==> config.mk <==
export PLATFORM = sky130hd
export DESIGN_NAME = display_scan_gen
export DESIGN_NICKNAME = d
export VERILOG_FILES = /design/src/rtl/display_pkg.sv /design/src/rtl/scan_counter.sv /design/src/rtl/display_scan_gen.sv
export SDC_FILE = /design/constraint.sdc
export NUM_CORES = 1
export LEC_CHECK = 0
export CAP_MARGIN = 20
export CORE_UTILIZATION = 55
export DETAILED_ROUTE_END_ITERATION = 8
export HOLD_SLACK_MARGIN = 0.06
export PLACE_DENSITY = 0.83
export SLEW_MARGIN = 15
export SYNTH_ARGS = -nofsm -noshare
export SYNTH_HDL_FRONTEND = slang
export SYNTH_SLANG_ARGS = --single-unit
export TNS_END_PERCENT = 5
==> constraint.sdc <==
create_clock -name clk -period 6.38 [get_ports clk]
set_input_delay 0.957 -clock clk [delete_from_list [all_inputs] [get_ports clk]]
set_output_delay 0.957 -clock clk [all_outputs]
set_load 0.005 [all_outputs]
==> src/rtl/display_pkg.sv <==
// Shared scan-state type, display timing and frame-stage constants.
package display_pkg;

  typedef enum logic [1:0] {
    IDLE = 2'd0,
    SCAN = 2'd1,
    WRAP = 2'd2
  } scan_state_e;

  localparam int H_ACTIVE = 300;
  localparam int H_FP     = 8;
  localparam int H_SYNC   = 16;
  localparam int H_BP     = 16;
  localparam int H_TOTAL  = H_ACTIVE + H_FP + H_SYNC + H_BP;

  localparam int V_ACTIVE = 100;
  localparam int V_FP     = 2;
  localparam int V_SYNC   = 2;
  localparam int V_BP     = 6;
  localparam int V_TOTAL  = V_ACTIVE + V_FP + V_SYNC + V_BP;

  localparam int CNT_W = 10;
  localparam int IND_W = 16;

  localparam int FRAME_PIXELS = 30000;

  // Crop geometry the frame store stage uses to fetch from the source buffer.
  localparam int SRC_STRIDE  = 330;
  localparam int CROP_OFFSET = 3330;

endpackage

==> src/rtl/scan_counter.sv <==
// Wrapping counter with enable, synchronous clear, terminal-count flag and a
// registered flag that is high while the count sits inside [WIN_LO, WIN_HI).
module scan_counter #(
  parameter int WIDTH  = 10,
  parameter int MAX    = 339,
  parameter int WIN_LO = 1,
  parameter int WIN_HI = 2
) (
  input  logic             clk,
  input  logic             reset,
  input  logic             clear_i,
  input  logic             en_i,
  output logic [WIDTH-1:0] count_o,
  output logic [WIDTH-1:0] next_o,
  output logic             tc_o,
  output logic             win_o
);

  localparam logic [WIDTH-1:0] MAX_C   = WIDTH'(MAX);
  localparam logic [WIDTH-1:0] ONE_C   = WIDTH'(1);
  localparam logic [WIDTH-1:0] LO_C    = WIDTH'(WIN_LO);
  localparam logic [WIDTH-1:0] HI_C    = WIDTH'(WIN_HI);
  localparam logic             WIN_AT0 = (WIN_LO == 0) && (WIN_HI > 0);

  logic [WIDTH-1:0] count_q, count_d;
  logic             win_q, win_d;

  // Clear has priority; otherwise step when enabled, wrapping after MAX.
  always_comb begin
    count_d = count_q;
    if (clear_i) begin
      count_d = '0;
    end else if (en_i) begin
      count_d = (count_q == MAX_C) ? '0 : count_q + ONE_C;
    end
    win_d = (count_d >= LO_C) && (count_d < HI_C);
  end

  // Count and window flag are registered together so they always agree.
  always_ff @(posedge clk) begin
    if (reset) begin
      count_q <= '0;
      win_q   <= WIN_AT0;
    end else begin
      count_q <= count_d;
      win_q   <= win_d;
    end
  end

  assign count_o = count_q;
  assign next_o  = count_d;
  assign tc_o    = (count_q == MAX_C);
  assign win_o   = win_q;

endmodule

==> src/rtl/display_scan_gen.sv <==
// Scan timing and read-address generator feeding the frame crop/store stage.
// Every output is derived from next-state values and registered, so all of
// them describe the same PxOut/LineOut in the same cycle.
module display_scan_gen
  import display_pkg::scan_state_e, display_pkg::IDLE, display_pkg::SCAN,
         display_pkg::WRAP, display_pkg::CNT_W, display_pkg::IND_W;
#(
  parameter int H_ACTIVE   = display_pkg::H_ACTIVE,
  parameter int H_FP       = display_pkg::H_FP,
  parameter int H_SYNC     = display_pkg::H_SYNC,
  parameter int H_BP       = display_pkg::H_BP,
  parameter int V_ACTIVE   = display_pkg::V_ACTIVE,
  parameter int V_FP       = display_pkg::V_FP,
  parameter int V_SYNC     = display_pkg::V_SYNC,
  parameter int V_BP       = display_pkg::V_BP,
  parameter int CONTINUOUS = 0
) (
  input  logic             clk,
  input  logic             reset,
  input  logic             FrameReady,
  input  logic             Enable,
  output logic [CNT_W-1:0] PxOut,
  output logic [CNT_W-1:0] LineOut,
  output logic             readFrame,
  output logic [IND_W-1:0] FrameWInd,
  output logic             HSync,
  output logic             VSync,
  output logic             FrameDone,
  output logic             Busy
);

  localparam int H_TOTAL = H_ACTIVE + H_FP + H_SYNC + H_BP;
  localparam int V_TOTAL = V_ACTIVE + V_FP + V_SYNC + V_BP;

  localparam logic [CNT_W-1:0] H_ACT_C  = CNT_W'(H_ACTIVE);
  localparam logic [CNT_W-1:0] V_ACT_C  = CNT_W'(V_ACTIVE);
  localparam logic [CNT_W-1:0] H_LAST_C = CNT_W'(H_ACTIVE - 1);
  localparam logic [CNT_W-1:0] V_LAST_C = CNT_W'(V_ACTIVE - 1);
  localparam logic [IND_W-1:0] IND_ONE  = IND_W'(1);

  if (H_TOTAL > 1024 || V_TOTAL > 1024) begin : gen_bad_timing
    $error("display_scan_gen: H_TOTAL or V_TOTAL does not fit 10-bit counters");
  end

  scan_state_e      state_q, state_d;
  logic [CNT_W-1:0] pxNext, lnNext;
  logic             hTc, vTc, hWin, vWin;
  logic             advance, counterClear;
  logic             readFrame_q, readFrame_d;
  logic [IND_W-1:0] frameWInd_q, frameWInd_d;
  logic             frameDone_q, frameDone_d;
  logic             busy_q, busy_d;

  assign advance      = (state_q == SCAN) && Enable;
  assign counterClear = (state_d != SCAN);

  scan_counter #(
    .WIDTH (CNT_W),
    .MAX   (H_TOTAL - 1),
    .WIN_LO(H_ACTIVE + H_FP),
    .WIN_HI(H_ACTIVE + H_FP + H_SYNC)
  ) u_hcount (
    .clk    (clk),
    .reset  (reset),
    .clear_i(counterClear),
    .en_i   (advance),
    .count_o(PxOut),
    .next_o (pxNext),
    .tc_o   (hTc),
    .win_o  (hWin)
  );

  scan_counter #(
    .WIDTH (CNT_W),
    .MAX   (V_TOTAL - 1),
    .WIN_LO(V_ACTIVE + V_FP),
    .WIN_HI(V_ACTIVE + V_FP + V_SYNC)
  ) u_vcount (
    .clk    (clk),
    .reset  (reset),
    .clear_i(counterClear),
    .en_i   (advance && hTc),
    .count_o(LineOut),
    .next_o (lnNext),
    .tc_o   (vTc),
    .win_o  (vWin)
  );

  // Scan sequencing: start on a ready frame, leave SCAN after the last blanking
  // position, and decide in WRAP whether to rescan or go idle.
  always_comb begin
    state_d = state_q;
    unique case (state_q)
      IDLE:    if (FrameReady && Enable) state_d = SCAN;
      SCAN:    if (advance && hTc && vTc) state_d = WRAP;
      WRAP:    state_d = ((CONTINUOUS != 0) && FrameReady) ? SCAN : IDLE;
      default: state_d = IDLE;
    endcase
  end

  // Next values of the registered outputs; the read index steps only when
  // the scan moves onto an active pixel, so no multiply is needed.
  always_comb begin
    readFrame_d = (state_d == SCAN) && (pxNext < H_ACT_C) && (lnNext < V_ACT_C);
    frameWInd_d = frameWInd_q;
    if ((state_d != SCAN) || (state_q != SCAN)) begin
      frameWInd_d = '0;
    end else if (advance && readFrame_d) begin
      frameWInd_d = frameWInd_q + IND_ONE;
    end
    frameDone_d = advance && readFrame_q && (PxOut == H_LAST_C) && (LineOut == V_LAST_C);
    busy_d      = (state_d == SCAN);
  end

  // State and output registers, cleared together so reset aborts a scan at once.
  always_ff @(posedge clk) begin
    if (reset) begin
      state_q     <= IDLE;
      readFrame_q <= 1'b0;
      frameWInd_q <= '0;
      frameDone_q <= 1'b0;
      busy_q      <= 1'b0;
    end else begin
      state_q     <= state_d;
      readFrame_q <= readFrame_d;
      frameWInd_q <= frameWInd_d;
      frameDone_q <= frameDone_d;
      busy_q      <= busy_d;
    end
  end

  assign readFrame = readFrame_q;
  assign FrameWInd = frameWInd_q;
  assign HSync     = ~hWin;
  assign VSync     = ~vWin;
  assign FrameDone = frameDone_q;
  assign Busy      = busy_q;

endmodule

Word-level counts from Yosys, hierarchy flattened
Cells that the tools add are included.
{ "totals": {"register_bits": 43, "input_bits": 4, "output_inout_bits": 41} }
{ "op_classes": {"add_sub_neg": 3, "n_lt_le_gt_ge": 6, "eq_ne": 8, "n_mux": 9, "n_bitwise": 2, "reduce_logical": 15} }
{ "ops": {"columns": ["operator", "n"], "rows": [
  ["$mux W10", 6],
  ["$add A10 B1 Y10 const B", 2],
  ["$eq A10 B7 Y1 const B", 2],
  ["$eq A10 B9 Y1 const B", 2],
  ["$lt A10 B7 Y1 const B", 2],
  ["$lt A10 B9 Y1 const B", 2],
  ["$add A16 B1 Y16 const B", 1],
  ["$logic_and A1 B1 Y1", 12],
  ["$ge A10 B7 Y1 const B", 1],
  ["$ge A10 B9 Y1 const B", 1],
  ["$eq A2 B1 Y1 const B", 2],
  ["$mux W2", 2],
  ["$ne A2 B1 Y1 const B", 2],
  ["$pmux W2 S2", 1],
  ["$logic_not A2 Y1", 1],
  ["$not A1 Y1", 2],
  ["$reduce_or A2 Y1", 1],
  ["$logic_or A1 B1 Y1", 1]
]} }

Longest topological paths before layout
Gate-level depths: netlist (run 1).
{ "logic_depth": {"word_depth": 12, "depth_mapped": 11, "mapped_depth_nobuf": 9} }

By module
From an unflattened synthesis (run 1), not the netlist that was laid out.
{ "hier_totals": {"cells_unflattened": 287, "hier_area_um2": 2481.1} }
{ "modules_own_cells": {"columns": ["mod", "instances", "cells_each", "area_each_um2"], "rows": [
  ["display_scan_gen", 1, 125, 1174.9],
  ["scan_counter at u_vcount", 1, 86, 701.9],
  ["scan_counter at u_hcount", 1, 76, 604.3]
]} }

Least setup slack after synthesis (run 1)
OpenSTA, ideal clock, no wires.
{ "synth_timing": {"path_kind": "input to register", "from": "in Enable", "to": "reg frameWInd_q[0], in the netlist FrameWInd[0]", "setup_ps": 70, "t_arrival_ps": 3298, "path_slack_ps": 3012, "path_stages": 9, "path_buffers": 2, "cell_sequence": "nand3b_1 -> nor3_1 -> mux2_2 -> or2b_1 -> a211oi_1 -> clkbuf_1 -> clkbuf_1 -> o21ai_0 -> a21oi_1"} }
{ "synth_between": {"elab_chain_cells": 11, "word_cells_on_any_way": 20, "classes_between": "order compare (2); eq/ne (2); mux (7); reduce/logical (9)"} }
{ "synth_lines": {"columns": ["item", "line", "rtl"], "rows": [
  ["start: declaration", "display_scan_gen.sv:21", "input logic Enable,"],
  ["$logic_and A1 B1 Y1", "display_scan_gen.sv:54", "assign advance = (state_q == SCAN) && Enable;"],
  ["$logic_and A1 B1 Y1", "display_scan_gen.sv:82, display_scan_gen.sv:95", null],
  ["$logic_and A1 B1 Y1", "display_scan_gen.sv:95", "SCAN: if (advance && hTc && vTc) state_d = WRAP;"],
  ["$mux W2", "display_scan_gen.sv:95", null],
  ["$pmux W2 S2", "display_scan_gen.sv:93", "unique case (state_q)"],
  ["$ne A2 B1 Y1", "display_scan_gen.sv:55, display_scan_gen.sv:106", null],
  ["$mux W10", "scan_counter.sv:31", "if (clear_i) begin"],
  ["$lt A10 B9 Y1", "display_scan_gen.sv:104", "readFrame_d = (state_d == SCAN) && (pxNext < H_ACT_C) && (lnNext < V_ACT_C);"],
  ["$logic_and A1 B1 Y1 (2 in a row)", "display_scan_gen.sv:104", null],
  ["$logic_and A1 B1 Y1", "display_scan_gen.sv:108", "end else if (advance && readFrame_d) begin"],
  ["end signal: assignment", "display_scan_gen.sv:126", "frameWInd_q <= frameWInd_d;"],
  ["end: declaration", "display_scan_gen.sv:50", "logic [IND_W-1:0] frameWInd_q, frameWInd_d;"]
]} }
Parallel ways exist; a longest one is shown, timed or not.
A chain may end at the register's enable or synchronous reset.

Final worst setup path (run 1)
{ "layout_timing": {"from": "in Enable", "to": "reg frameWInd_q[3], in the netlist FrameWInd[3]"} }
Same word-level chain as after synthesis.

==> results of run 1 <==
[registers in the layout (all words and copies together) (netlist names)]
name / cells
Busy: 1
FrameDone: 1
FrameWInd: 16
readFrame: 1
state_q: 2
u_hcount.count_o: 10
u_hcount.win_o: 1
u_vcount.count_o: 10
u_vcount.win_o: 1
[critical path: cells and delay by family]
kind                   cells  cell delay [ns]
AO/OA/AOI/OAI              3             0.77
AND/OR/NAND/NOR            4             2.07
buffers and inverters      1             0.55
[cells by family after synthesis]
group | after synthesis | share of synthesized area, %
and+or+nand+nor | 142 | 33.5
adders and majority gates | 4 | 2.05
xor gates and xnor gates | 16 | 5.74
AOI/OAI and AO/OA | 64 | 16.9
DFF | 43 | 35.3
muxes | 2 | 0.872
buffers and inverters | 29 | 5.59
[placed cells by master, fill, tap and decap left out, types with 9 or more instances in the layout]
cell type,n
clkdlybuf4s50_1,44
dfxtp_1,43
nand4_1,10
inv_1,10
or4_1,16
o31ai_1,14
nor2_1,26
nor3_1,12
nand3_1,15
a21oi_1,25
nor4_1,9
nand2_1,19
[power by group through the flow]
| stage | Sequential, W | Combinational [W] | Clock, W |
|---|---|---|---|
| 2_1_floorplan | 0.000277 | 0.0000105 | 0 |
| 3_3_place_gp | 0.000277 | 0.0000177 | 0 |
| 3_5_place_dp | 0.000277 | 0.0000178 | 0 |
| 4_1_cts | 0.000271 | 0.0000180 | 0.000191 |
| 5_1_grt | 0.000271 | 0.0000195 | 0.000201 |
| 6_report | 0.000271 | 0.0000181 | 0.000188 |
[through the flow]
step / cell area (um^2) / setup WS, ns
6_report: 2960 / 2.24
3_3_place_gp: 2860 / 2.07
3_5_place_dp: 2860 / 1.97
4_1_cts: 2960 / 2.29
5_1_grt: 2960 / 1.99
2_1_floorplan: 2440 / 3.01
[layout make-up]
| cell class | instances | area, um^2 |
|---|---|---|
| Clock buffer | 6 | 82.6 |
| Sequential cell | 43 | 861 |
| Inverter | 10 | 37.5 |
| Multi-Input combinational cell | 228 | 1450 |
| Timing Repair Buffer | 46 | 455 |
| Clock inverter | 2 | 16.3 |
| Tap cell | 50 | 62.6 |
| Fill cell | 343 | 1150 |
[final timing paths]
kind / start / to / slack (ns) / cells past startpoint
worst max register to register: u_hcount.count_o[0]$_SDFF_PP0_ / FrameWInd[3]$_SDFFE_PP0P_ / 2.96 / 8
worst max-delay path: Enable / FrameWInd[3]$_SDFFE_PP0P_ / 2.24 / 8
worst min register to register: FrameWInd[15]$_SDFFE_PP0P_ / FrameWInd[15]$_SDFFE_PP0P_ / 0.49 / 2
worst min-delay path: FrameWInd[15]$_SDFFE_PP0P_ / FrameWInd[15]$_SDFFE_PP0P_ / 0.49 / 2
[layer usage]
metal  GRT usage [%]  vias to the layer above
li1                -                     1189
met1            35.3                     1155
met2            43.4                      111
met3            5.26                       12
met4            10.9                        0
met5               0                        -
==> results by group, run 1 <==
Timing
  – Tcrit/Tclk final: 64.8%
  – RSZ-0062 raised after global routing: false
  – Fin Setup TNS: 0 ns
  – Final hold vios: 0
  – Final setup viols: 0
  – Setup Skew: 0.00619 ns
  – Max Freq: 242 MHz
  – Min cycle time layout: 4.14 ns
  – Relative slew slack: 55.2%
  – Max-slew violation count: 0
  – Final Hold Slack: 0.494 ns
  – Worst slew pin tran: 0.671 ns

Route
  – Metal3 WL: 425 um
  – Via count: 2467
  – Drt pass-1 iters: 5
  – Drc violations: 0
  – Max Used Layer: met4
  – Initial drt markers: 279
  – Met2 WL: 2.83 mm
  – Post-DR vias/cell: 6.41
  – Antenna Nets Post-Route: 0
  – Met1 wire length: 2.71 mm
  – Routed wire length: 6.06 mm
  – Wirelength per Cell: 15.7 um

CTS
  – Clock tree sinks: 43
  – Reg clk slew, reported paths: 0.09 ns
  – Max clock buf depth: 2
  – CTS tree: done
  – Clock Latency Late Sink: 0.31 ns
  – Post-CTS Resized: 0
  – Post-CTS Hold Fix Bufs: 0
  – Number of setup buffers added after CTS: 0
  – Clk Tree Root Cell: clkbuf_8
  – Total CTS buffers: 5
  – H-tree depth: 2

Pwr
  – Clock power share: 39.4%
  – Internal power: 0.000364 W
  – Max VDD drop: 0.0846 mV
  – Total Power: 0.000476 W
  – Sw Ratio: 23.5%
  – Leakage power: 0.928 nW
  – Sequential Power Share: 56.8%
  – Pwr/cell area: 161 nW/um^2
  – Combinational fraction of design power: 3.8%
  – Sw Pwr: 0.000112 W

Worst setup path
  – CP max stage cell: or4_1
  – CP Data Required Time: 6.61 ns
  – Worst endpoint data arrival time: 4.36 ns
  – CP max stage delay: 0.69 ns
  – CP endpoint kind: flop
  – Critical-path cell list: clkdlybuf4s50_1, nand3b_1, or4_1, o31a_1, o22ai_2, nand3_1, or4_1, a21oi_1
  – Worst-path fanout max: 18
  – CP dominant cell by count: or4_1
  – Startpoint types: primary input
  – CP Class: in2reg

Synthesis
  – Mapped Nets: 308
  – Area leader, netlist: dfxtp_1
  – Largest cells by area after synthesis: dfxtp_1, a21oi_1, or4_1, o31ai_1, nor2_1
  – Synth top cells by count: dfxtp_1, nor2_1, a21oi_1
  – Mapped Cells: 300
  – Post-synthesis async set-or-reset flop share: 0%
  – Register area share after synthesis: 35.3%
  – Post-synth EDFFs: 0
  – Syn. warnings: 0
  – Syn_area_per_cell: 8.13 um^2
  – Most common cell in the netlist: dfxtp_1
  – Ys flop type: dfxtp_1
  – Number of library cell types mapped by synthesis: 52
  – Synthesized flop and latch total: 43
  – Post-synthesis cell area: 2440 um^2
  – Synth top area share: 35.3%

Global route
  – Grt ovf: 0
  – Largest net degree at the start of global routing: 34
  – First-pass GRT wire length: 9.45 mm
  – Vias in the first global route: 2017
  – Total track usage: 27.1%
  – Initial antenna violation count: 0

Floorplan
  – Initial Util: 59.3%
  – Die Span X: 68.6 um
  – I/O pin cnt: 45
  – Die Area: 4710 um^2
  – Core Rows: 23
  – Chip height: 68.6 um
  – Core area: 4120 um^2

Layout
  – Nets: 342
  – # diodes: 0
  – Utilization after layout: 72.0%
  – Cell Count, Final, Fillers Out: 385
  – Area grow syn2layout: 21.4%
  – Layout cells sized above 1: 6.27%

Place
  – PortBufs: 44
  – GP Congestion: 0.930
  – Hpwl dp: 4.17 mm
  – Dpl cells: 377

Worst hold path
  – Hold WC Path Type: reg2reg

Run
  – Max_cap viols: 0

Status
  – Status: complete, no violations
Note: power is estimated with default switching activity, not from simulation.
==> run 2, diff against run 1 <==
CORE_UTILIZATION = 52   (was 55)
PLACE_DENSITY = 0.79   (was 0.83)
clock period = 4 ns   (was 6.38 ns; I/O delays follow)
==> results by group, run 2 (synthesis results as in run 1) <==
Status
  – Status: finished with violations (was complete, no violations)
  – Failing checks: design-rule violations

Timing
  – RSZ-0062 raised after global routing: false (unchanged)
  – Relative slew slack: 62.6% (was 55.2%)
  – Final hold vios: 0 (unchanged)
  – Max-slew violation count: 0 (unchanged)
  – Worst slew pin tran: 0.560 ns (was 0.671 ns)
  – Fin Setup TNS: 0 ns (unchanged)
  – Min cycle time layout: 3.45 ns
  – Worst setup margin: 0.547 ns (was 2.24 ns)
  – Setup Skew: 0.00507 ns (was 0.00619 ns)
  – Final setup viols: 0 (unchanged)
  – Max Freq: 290 MHz
  – Tcrit/Tclk final: 86.3%

Worst setup path
  – Worst-path fanout max: 12 (was 18)
  – CP Class: reg2reg (was in2reg)
  – Worst endpoint data arrival time: 3.68 ns (was 4.36 ns)
  – Startpoint types: flop (was primary input)
  – CP endpoint kind: flop (unchanged)
  – Worst reg-to-reg setup slack: 0.55 ns (was 2.96 ns)
  – CP Data Required Time: 4.23 ns (was 6.61 ns)

Layout
  – Fin area: 2990 um^2 (was 2960 um^2)
  – Nets: 345 (was 342)
  – Max reg flops: 16 (unchanged)
  – # diodes: 0 (unchanged)
  – Most common cell after layout, fill and taps aside: clkdlybuf4s50_1 (unchanged)
  – Area grow syn2layout: 22.7% (was 21.4%)
  – Utilization after layout: 67.3% (was 72.0%)
  – Layout cells sized above 1: 7.10% (was 6.27%)
  – Most frequent cells in the layout: clkdlybuf4s50_1, dfxtp_1, nor2_1 (unchanged)

Floorplan
  – Die Area: 4970 um^2 (was 4710 um^2)
  – I/O pin cnt: 45 (unchanged)
  – Initial Util: 54.9% (was 59.3%)
  – Chip height: 70.5 um (was 68.6 um)
  – Core area: 4440 um^2 (was 4120 um^2)
  – Core Rows: 24 (was 23)
  – Die Span X: 70.5 um (was 68.6 um)

Pwr
  – Internal power: 0.000599 W (was 0.000364 W)
  – Total Power: 0.000772 W (was 0.000476 W)
  – Combinational fraction of design power: 4.0% (was 3.8%)
  – Max VDD drop: 0.152 mV (was 0.0846 mV)
  – Sw Pwr: 0.000173 W (was 0.000112 W)
  – Leakage power: 0.946 nW (was 0.928 nW)
  – Sequential Power Share: 56.0% (was 56.8%)
  – Sw Ratio: 22.4% (was 23.5%)
  – Clock power share: 40.1% (was 39.4%)
  – Pwr/cell area: 258 nW/um^2 (was 161 nW/um^2)

CTS
  – Number of setup buffers added after CTS: 0 (unchanged)
  – Post-CTS Resized: 0 (unchanged)
  – Reg clk slew, reported paths: 0.08 ns (was 0.09 ns)
  – Post-CTS Hold Fix Bufs: 0 (unchanged)
  – Clock Latency Late Sink: 0.30 ns (was 0.31 ns)
  – Clock tree sinks: 43 (unchanged)
  – H-tree depth: 2 (unchanged)
  – CTS tree: done (unchanged)
  – Total CTS buffers: 5 (unchanged)
  – Max clock buf depth: 2 (unchanged)
  – Clk Tree Root Cell: clkbuf_8 (unchanged)

Run
  – Max_cap viols: 0 (unchanged)

Route
  – Post-DR vias/cell: 6.08 (was 6.41)
  – Drc violations: 6 (was 0)
  – Routed wire length: 5.77 mm (was 6.06 mm)
  – Antenna Nets Post-Route: 0 (unchanged)
  – Via count: 2370 (was 2467)
  – Wirelength per Cell: 14.8 um (was 15.7 um)
  – Initial drt markers: 219 (was 279)
  – Drt pass-1 iters: 6 (was 5)

Global route
  – Initial antenna violation count: 0 (unchanged)
  – Total track usage: 24.8% (was 27.1%)
  – Largest net degree at the start of global routing: 34 (unchanged)
  – Grt ovf: 0 (unchanged)
  – First-pass GRT wire length: 9.90 mm (was 9.45 mm)
  – Vias in the first global route: 2080 (was 2017)

Place
  – Placed inst area: 2890 um^2 (was 2860 um^2)
  – DP Worst Slack: 0.482 ns (was 1.97 ns)
  – Hpwl dp: 4.08 mm (was 4.17 mm)
  – GP Congestion: 0.922 (was 0.930)
  – PortBufs: 44 (unchanged)

Worst hold path
  – Hold WC Path Type: reg2reg (unchanged)
run 2: cell types whose count changed in the layout (fill, tap and decap cells not counted):
cell      delta
clkbuf_8     +1
clkinv_4     -1
buf_4        +3
run 2: per-stage QoR:
stage          hold slack (ns)  std cells
6_report                 0.496        390
5_1_grt                  0.514        390
4_1_cts                  0.499        390
3_5_place_dp             0.486        382
3_3_place_gp             0.465        382
2_1_floorplan            0.468        300
run 2: routing by layer:
| metal | share of wire, % | global-route usage [%] | routed length [um] | vias to the layer above |
|---|---|---|---|---|
| li1 | - | - | - | 1191 |
| met3 | 4.9 | 4.62 | 280 | 6 |
| met1 | 50 | 34.4 | 2870 | 1107 |
| met2 | 44 | 38.5 | 2560 | 66 |
| met4 | 1.1 | 8.84 | 65 | 0 |
| met5 | 0 | 0 | 0 | - |
run 2: power by group through the flow:
stage	Combinational, W	Clock, W	Sequential, W
CTS	0.0000303	0.000317	0.000432
global placement	0.0000300	0	0.000442
global route	0.0000335	0.000333	0.000432
floorplan	0.0000168	0	0.000442
detailed placement	0.0000302	0	0.000442
finish	0.0000305	0.000309	0.000432
run 2: layout make-up:
type                            count  area (um^2)
Inverter                           10         37.5
Timing Repair Buffer               49          478
Clock buffer                        7         96.3
Multi-Input combinational cell    228         1450
Fill cell                         383         1450
Tap cell                           52         65.1
Sequential cell                    43          861
Clock inverter                      1         7.51
run 2: final timing paths:
check / start / to / cells after the start
min reg2reg: FrameWInd[14]$_SDFFE_PP0P_ / FrameWInd[14]$_SDFFE_PP0P_ / 2
min: FrameWInd[14]$_SDFFE_PP0P_ / FrameWInd[14]$_SDFFE_PP0P_ / 2
max: u_hcount.count_o[0]$_SDFF_PP0_ / FrameWInd[3]$_SDFFE_PP0P_ / 8
max reg2reg: u_hcount.count_o[0]$_SDFF_PP0_ / FrameWInd[3]$_SDFFE_PP0P_ / 8
run 2: worst max-delay path: stages (launching register included):
cell	delay, ns
dfxtp_1	0.40
ha_1	0.27
or3b_4	0.43
or4_1	0.59
o31a_1	0.36
o22ai_2	0.28
nand3_1	0.34
or4_1	0.56
a21oi_1	0.14
==> run 3, diff against run 2 <==
CAP_MARGIN = not set   (was 20)
CORE_ASPECT_RATIO = 1.4   (was not set)
SETUP_SLACK_MARGIN = 0.5   (was not set)
==> results by group, run 3 (synthesis results as in run 1) <==
Timing
  – Max Freq: 302 MHz (was 290 MHz)
  – RSZ-0062 raised after global routing: false (unchanged)
  – Max-slew violation count: 0 (unchanged)
  – Relative slew slack: 50.1% (was 62.6%)
  – Tcrit/Tclk final: 82.8% (was 86.3%)
  – Min cycle time layout: 3.31 ns (was 3.45 ns)
  – Setup Skew: 0.00991 ns (was 0.00507 ns)
  – Worst slew pin tran: 0.741 ns (was 0.560 ns)
  – Fin Setup TNS: 0 ns (unchanged)
  – Final hold vios: 0 (unchanged)
  – Final setup viols: 0 (unchanged)

Route
  – Antenna Nets Post-Route: 0 (unchanged)
  – Max Used Layer: met4 (unchanged)
  – Post-DR vias/cell: 6.14 (was 6.08)
  – Via count: 2454 (was 2370)
  – Drc violations: 0 (was 6)
  – Wirelength per Cell: 15.6 um (was 14.8 um)
  – Met1 wire length: 2.69 mm (was 2.87 mm)
  – Met2 WL: 3.12 mm (was 2.56 mm)
  – Metal3 WL: 307 um (was 280 um)
  – Drt pass-1 iters: 5 (was 6)
  – Routed wire length: 6.26 mm (was 5.77 mm)
  – Initial drt markers: 134 (was 219)

Run
  – Max_cap viols: 0 (unchanged)

Pwr
  – Leakage power: 0.933 nW (was 0.946 nW)
  – Clock power share: 46.9% (was 40.1%)
  – Total Power: 0.000873 W (was 0.000772 W)
  – Sw Pwr: 0.000183 W (was 0.000173 W)
  – Pwr/cell area: 283 nW/um^2 (was 258 nW/um^2)
  – Internal power: 0.000690 W (was 0.000599 W)
  – Sequential Power Share: 49.4% (was 56.0%)
  – Sw Ratio: 20.9% (was 22.4%)
  – Max VDD drop: 0.168 mV (was 0.152 mV)
  – Combinational fraction of design power: 3.7% (was 4.0%)

CTS
  – H-tree depth: 2 (unchanged)
  – Clk Tree Root Cell: clkbuf_8 (unchanged)
  – Total CTS buffers: 5 (unchanged)
  – CTS tree: done (unchanged)
  – Max clock buf depth: 2 (unchanged)
  – Reg clk slew, reported paths: 0.08 ns (about the same)
  – Post-CTS Hold Fix Bufs: 0 (unchanged)
  – Clock Latency Late Sink: 0.30 ns (about the same)
  – Clock tree sinks: 43 (unchanged)

Floorplan
  – Core area: 4540 um^2 (was 4440 um^2)
  – I/O pin cnt: 45 (unchanged)
  – Chip height: 83.0 um (was 70.5 um)
  – Die Area: 4970 um^2 (about the same)
  – Initial Util: 53.8% (was 54.9%)
  – Core Rows: 29 (was 24)
  – Die Span X: 59.9 um (was 70.5 um)

Global route
  – Initial antenna violation count: 0 (unchanged)
  – Total track usage: 26.8% (was 24.8%)
  – Grt ovf: 0 (unchanged)
  – Largest net degree at the start of global routing: 34 (unchanged)
  – First-pass GRT wire length: 10.5 mm (was 9.90 mm)
  – Vias in the first global route: 2299 (was 2080)

Place
  – PortBufs: 44 (unchanged)
  – Hpwl dp: 4.33 mm (was 4.08 mm)
  – GP Congestion: 0.890 (was 0.922)

Layout
  – Area grow syn2layout: 26.3% (was 22.7%)
  – Filler instances: 403 (was 383)
  – # diodes: 0 (unchanged)
  – Reg area: 861 um^2 (unchanged)
  – Max reg flops: 16 (unchanged)
  – Layout cells sized above 1: 8.58% (was 7.10%)
  – Most common cell after layout, fill and taps aside: clkdlybuf4s50_1 (unchanged)
  – Most frequent cells in the layout: clkdlybuf4s50_1, dfxtp_1, nor2_1 (unchanged)
  – Nets: 345 (unchanged)
  – Area occupied by multi-input gates: 1490 um^2 (was 1450 um^2)

Worst setup path
  – CP Class: in2reg (was reg2reg)
  – Worst endpoint data arrival time: 3.53 ns (was 3.68 ns)
  – Crit path launch: Enable (was u_hcount.count_o[0]$_SDFF_PP0_)
  – RR Startpoint: u_hcount.count_o[0]$_SDFF_PP0_ (unchanged)
  – CP endpoint kind: flop (unchanged)
  – Startpoint types: primary input (was flop)
  – CP Data Required Time: 4.22 ns (was 4.23 ns)
  – Worst-path fanout max: 33 (was 12)

Worst hold path
  – Hold WC Path Type: reg2reg (unchanged)
  – Hold_sp: FrameWInd[15]$_SDFFE_PP0P_ (was FrameWInd[14]$_SDFFE_PP0P_)

Status
  – Status: complete, no violations (was finished with violations)
run 3: what timing repair did:
| action | CTS | global route |
|---|---|---|
| resized for setup | 0 | 8 |
| endpoints found under the setup margin | 0 | 12 |
| setup buffers | 0 | 0 |
run 3: metrics by stage:
| step | util, % | hold slack (ns) | cell area [um^2] | cells | worst slack, ns |
|---|---|---|---|---|---|
| after floorplan | - | 0.468 | 2440 | 300 | 0.895 |
| after global placement | 64.0 | 0.467 | 2900 | 392 | 0.430 |
| after detailed placement | 64.0 | 0.475 | 2900 | 392 | 0.314 |
| after CTS | 67.0 | 0.493 | 3040 | 400 | 0.548 |
| after global routing | 67.9 | 0.507 | 3080 | 400 | 0.532 |
| final | 67.9 | 0.489 | 3080 | 400 | 0.688 |
run 3: power groups by stage:
stage | logic (W) | clock network (W) | registers [W]
3_5_place_dp | 0.0000294 | 0 | 0.000442
2_1_floorplan | 0.0000168 | 0 | 0.000442
3_3_place_gp | 0.0000290 | 0 | 0.000441
6_report | 0.0000323 | 0.000409 | 0.000432
5_1_grt | 0.0000351 | 0.000434 | 0.000432
4_1_cts | 0.0000296 | 0.000416 | 0.000431
run 3: worst paths after layout:
| check | end | slack, ns | cells past startpoint |
|---|---|---|---|
| min | FrameWInd[15]$_SDFFE_PP0P_ | 0.49 | 2 |
| max | FrameWInd[11]$_SDFFE_PP0P_ | 0.69 | 10 |
| max reg2reg | FrameWInd[11]$_SDFFE_PP0P_ | 0.75 | 8 |
| min reg2reg | FrameWInd[15]$_SDFFE_PP0P_ | 0.49 | 2 |
run 3: cell type report:
type	instances	area share (%)
multi-input combinational	228	48.4
sequential	43	27.9
clock inverter	3	2.19
tap	62	2.52
timing repair buffer	49	15.5
inverter	10	1.22
clock buffer	5	2.23
run 3: critical path, stage by stage:
cell and delay (ns):
clkdlybuf4s50_1 0.56, nand3b_1 0.24, buf_4 0.26, nor3_1 0.33, mux2_2 0.41, o2111ai_1 0.12
a211oi_2 0.10, buf_4 0.23, or4_1 0.52, a21oi_1 0.14
run 3: per-layer routing:
layer  vias up  track usage (%)
met5         -                0
met4         0             11.4
met3        12             4.21
met2       101             42.5
met1      1151             35.1
li1       1190                -
